===== src/rtl/ext_input_conditioner.sv =====
// rtl/ext_input_conditioner.sv - per-channel pin synchroniser, counter debouncer and edge pulses
// Optional EXT_INPUT_GLITCH_COUNT_EN adds glitch_count_out with 8-bit saturating abort counters.
module ext_input_conditioner #(
    parameter int   CHANNELS        = 2,
    parameter int   SYNC_STAGES     = 2,
    parameter int   DEBOUNCE_CYCLES = 18000,
    parameter logic IDLE_LEVEL      = 1'b0
) (
    input  logic                  clk,
    input  logic                  reset,
    input  logic [CHANNELS-1:0]   pins_in,
    output logic [CHANNELS-1:0]   level_out,
    output logic [CHANNELS-1:0]   rise_out,
    output logic [CHANNELS-1:0]   fall_out
`ifdef EXT_INPUT_GLITCH_COUNT_EN
    ,
    output logic [8*CHANNELS-1:0] glitch_count_out
`endif
);

    localparam int             CW   = $clog2(DEBOUNCE_CYCLES + 1);
    localparam logic [CW-1:0]  LAST = CW'(DEBOUNCE_CYCLES - 1);

    typedef enum logic {ST_STABLE, ST_PEND} state_t;

    for (genvar g = 0; g < CHANNELS; g++) begin : g_ch
        logic [SYNC_STAGES-1:0] r_sync;
        state_t                 r_state;
        state_t                 w_state_nxt;
        logic [CW-1:0]          r_count;
        logic [CW-1:0]          w_count_nxt;
        logic                   r_level;
        logic                   w_level_nxt;
        logic                   r_rise;
        logic                   w_rise_nxt;
        logic                   r_fall;
        logic                   w_fall_nxt;
        logic                   w_abort;
        logic                   w_s;

        assign w_s = r_sync[SYNC_STAGES-1];

        always_ff @(posedge clk or posedge reset) begin
            if (reset) begin
                r_sync <= {SYNC_STAGES{IDLE_LEVEL}};
            end else begin
                r_sync <= {r_sync[SYNC_STAGES-2:0], pins_in[g]};
            end
        end

        always_ff @(posedge clk or posedge reset) begin
            if (reset) begin
                r_state <= ST_STABLE;
                r_count <= '0;
                r_level <= IDLE_LEVEL;
                r_rise  <= 1'b0;
                r_fall  <= 1'b0;
            end else begin
                r_state <= w_state_nxt;
                r_count <= w_count_nxt;
                r_level <= w_level_nxt;
                r_rise  <= w_rise_nxt;
                r_fall  <= w_fall_nxt;
            end
        end

        always_comb begin
            w_state_nxt = r_state;
            w_count_nxt = r_count;
            w_level_nxt = r_level;
            w_rise_nxt  = 1'b0;
            w_fall_nxt  = 1'b0;
            w_abort     = 1'b0;
            case (r_state)
                ST_STABLE: begin
                    w_count_nxt = '0;
                    if (w_s != r_level) begin
                        // A one-sample window accepts the new level without passing through PEND.
                        if (DEBOUNCE_CYCLES == 1) begin
                            w_level_nxt = w_s;
                            w_rise_nxt  = w_s;
                            w_fall_nxt  = ~w_s;
                        end else begin
                            w_state_nxt = ST_PEND;
                            w_count_nxt = CW'(1);
                        end
                    end
                end
                ST_PEND: begin
                    if (w_s == r_level) begin
                        w_state_nxt = ST_STABLE;
                        w_count_nxt = '0;
                        w_abort     = 1'b1;
                    end else if (r_count == LAST) begin
                        w_state_nxt = ST_STABLE;
                        w_count_nxt = '0;
                        w_level_nxt = w_s;
                        w_rise_nxt  = w_s;
                        w_fall_nxt  = ~w_s;
                    end else begin
                        w_count_nxt = r_count + 1'b1;
                    end
                end
                default: begin
                    w_state_nxt = ST_STABLE;
                    w_count_nxt = '0;
                end
            endcase
        end

        assign level_out[g] = r_level;
        assign rise_out[g]  = r_rise;
        assign fall_out[g]  = r_fall;

`ifdef EXT_INPUT_GLITCH_COUNT_EN
        logic [7:0] r_gcount;

        always_ff @(posedge clk or posedge reset) begin
            if (reset) begin
                r_gcount <= 8'd0;
            end else if (w_abort && (r_gcount != 8'hFF)) begin
                r_gcount <= r_gcount + 8'd1;
            end
        end

        assign glitch_count_out[8*g +: 8] = r_gcount;
`else
        logic w_unused_abort;
        assign w_unused_abort = w_abort;
`endif
    end

endmodule


===== config.mk =====
export PLATFORM = sky130hd
export DESIGN_NAME = ext_input_conditioner
export DESIGN_NICKNAME = d
export VERILOG_FILES = /design/src/rtl/ext_input_conditioner.sv
export SDC_FILE = /design/constraint.sdc
export NUM_CORES = 1
export LEC_CHECK = 0
export BUFFER_PORTS_ARGS = -buffer_cell sky130_fd_sc_hd__buf_2
export CAP_MARGIN = 20
export CELL_PAD_IN_SITES_DETAIL_PLACEMENT = 2
export CELL_PAD_IN_SITES_GLOBAL_PLACEMENT = 2
export CORE_ASPECT_RATIO = 0.7
export CORE_MARGIN = 3
export CORE_UTILIZATION = 43
export CTS_CLUSTER_DIAMETER = 50
export DETAILED_ROUTE_END_ITERATION = 8
export PLACE_DENSITY = 0.89
export RECOVER_POWER = 100
export SLEW_MARGIN = 5
export SYNTH_ARGS = -nofsm -noshare
export SYNTH_HDL_FRONTEND = slang
export SYNTH_SLANG_ARGS = --single-unit

===== constraint.sdc =====
create_clock -name clk -period 4.6 [get_ports clk]
set_input_delay 0.92 -clock clk [delete_from_list [all_inputs] [get_ports clk]]
set_output_delay 0.92 -clock clk [all_outputs]
set_load 0.02 [all_outputs]

==> metrics.txt <==
simple-gate share of the synthesized area=24.06%; num ports=10; Post-DRT Antenna Nets=0; diode count=0; wire length of the first global-routing pass=9.273 mm; Die Y=62.43 µm; Synth Area in Adders=1.280%; # rows=19; crit path max fanout=42; Hold Crit Start=g_ch[0].r_sync[0]; CP arrival=2.70 ns; mapped cell area=1956 µm²; violated checks=max-capacitance violations, max-slew violations; PortBufs=9; synth warn=0; crit path kind=in2async; fmax=0.3628 GHz; Max IR drop VDD=0.0002056 V; initial antenna violation count=0; LEAKAGE=0.8001 nW; Max Buffers Root-to-Sink=2; Final GP Congestion=0.8069; CP Cell Sequence=buf_2 -> inv_1 -> clkbuf_1; relative slew slack=-52.33%; area leader, netlist=dfrtp_1; clk root buf=clkbuf_8; sequential share of power=57.9%; Hold Crit Class=reg2reg; Worst Setup End Kind=async pin; Final Net Count=198; Die Wd=86.61 µm; syn nets=189; vias in the first global route=1616; post_cts resized=0; P_int=0.5072 mW; # clock sinks=42; sequential share of the synthesized area=53.74%; fraction of layout cells with a size suffix above 1=6.218%; DRT Pass-1 Iters=4; CP Launch Point=reset; register bit total from synthesis=42; Final Hold Viols=0; worst-margin pin slew=2.285 ns; Comb pwr share=5.2%; drt drc=0; largest net degree at the start of global routing=43; Synth cell types=25; Die Footprint=5406 µm²; GR Util All Layers=23.50%; compound-cell area share of the yosys netlist=1.152%; Psw=0.1666 mW; TritonCTS clock tree=built; Inserted Clock Buffers=5; Vias/cell=5.792; H-tree levels=2; Worst path max stage delay=1.62 ns; initial DRC count=77; clk slew on worst S/H paths=0.08 ns; final wirelength=5.532 mm; Synth Area in XOR/XNOR=13.44%; Net Sw Frac=24.72%; CP max stage cell=clkbuf_1; Final period util=59.92%; pins over their slew limit=43; largest family of logic cells by synthesized area=simple AND/OR/NAND/NOR gates; fillers=438; post-synth top area share=53.74%; Avg Cell Area, Syn=10.69 µm²; clock skew=0.004643 ns; PwrDens=330.0 nW/µm²; Final HPWL DP=3.593 mm; Hold WS=0.3529 ns; synth-to-layout area growth=4.415%; outcome=finished, violations left; DR vias=1419; clock latency at the later pin of the worst-skew pair=0.30 ns; Hold-fix buffers, CTS=0; Post-Synthesis Cells=183; per-cell routed wire length=22.58 µm; Core ar.=4136 µm²; clock share of power=36.9%; post-route cell area=2042 µm²; RSZ-0062 raised after global routing=false; Initial Util=47.28%; post-synthesis mux area share=1.152%; Area contributors post-synth=dfrtp_1 54%, xnor2_1 12%, nor2_1 6.1%; min Tclk post-route=2.756 ns; max_cap viols=1; nature of the critical path startpoint=input port; reg2reg start=g_ch[0].r_count[12]; total grt overflow=0; WP data required=4.54 ns; Setup TNS=0 ns; final setup violation count=0; Post-CTS Setup Bufs=0; Cell Area, Placed=2006 µm²
synthesized netlist by cell type:
cell type	n
nand3_1	10
or3_1	1
dfrtp_1	42
or4_1	1
and2_1	2
xnor2_1	26
nor2_1	32
o21ai_0	2
buf_4	6
nand4b_1	2
or3b_2	1
or4b_1	1
inv_1	9
nor3_1	8
xor2_1	4
nor4_1	10
nand3_4	2
or4_4	2
buf_6	2
ha_1	2
nand2_1	8
nor2_4	2
o22ai_1	2
nand4_1	4
mux2_1	2
per-stage QoR:
step	setup WS [ns]	util, %	std cells	total power, mW
global placement	2.536	48.49	237	0.4295
CTS	2.385	50.79	245	0.6860
detailed placement	2.430	48.49	237	0.4344
global route	1.416	49.36	245	0.7113
floorplan	2.565	-	183	0.4221
finish	1.844	49.36	245	0.6738
layout make-up:
class | instances | area (µm²) | share of cell area (%)
clock buffers | 6 | 82.58 | 4.044
clock inverters | 2 | 12.51 | 0.6127
inverters | 9 | 33.78 | 1.654
multi-input cells | 124 | 755.7 | 37.01
flip-flops and latches | 42 | 1051 | 51.47
well taps | 52 | 65.06 | 3.186
repair buffers | 10 | 41.29 | 2.022
power groups by stage:
stage / clock network (mW) / registers, mW / logic, mW
4_1_cts: 0.256 / 0.391 / 0.0390
3_3_place_gp: 0 / 0.396 / 0.0336
2_1_floorplan: 0 / 0.393 / 0.0288
3_5_place_dp: 0 / 0.398 / 0.0366
5_1_grt: 0.279 / 0.392 / 0.0403
6_report: 0.249 / 0.390 / 0.0352
sequential cells by signal, summed over array words and instances, names as in the netlist:
name	cells
g_ch.r_count	30
g_ch.r_sync	4
g_ch.r_fall	2
g_ch.r_level	2
g_ch.r_rise	2
g_ch.r_state	2
placed cells by master (no fill, tap or decap), drive strengths merged, types with 3 or more instances in the layout:
cell,n
buf,3
clkbuf,13
dfrtp,42
inv,9
nand2,8
nand3,12
nand4,4
nor2,34
nor3,8
nor4,10
or4,3
xnor2,26
xor2,4
cell families (layout without fill, tap and decap cells):
family | after synthesis | in the layout
mux | 2 | 2
flops | 42 | 42
xor+xnor | 30 | 30
fa+ha+maj | 2 | 2
compound gates | 4 | 4
simple gates | 86 | 86
buf+inv | 17 | 27
final timing paths:
check | endpoint | slack (ns) | cells past startpoint
max in group clk | g_ch[0].r_state | 1.94 | 4
worst max register to register | g_ch[0].r_state | 1.94 | 4
worst min register to register | g_ch[0].r_sync[1] | 0.35 | 0
worst min-delay path | g_ch[0].r_sync[1] | 0.35 | 0
worst max-delay path | g_ch[1].r_count[2] | 1.84 | 3
min in group asynchronous | g_ch[1].r_rise | 1.46 | 3
critical path: cells and delay by family:
kind                   cells  cell delay, ns
buffers and inverters      3            1.76
routing by layer:
metal | up-vias | part of all wire (%) | wire length (µm) | global-route usage [%]
met5 | - | 0 | 0 | 0
met4 | 0 | 4.1 | 226 | 12.06
met3 | 19 | 4.8 | 265 | 7.510
met2 | 37 | 47 | 2621 | 35.11
met1 | 730 | 44 | 2419 | 30.42
li1 | 633 | - | - | -
(Power assumes the default switching activity.)
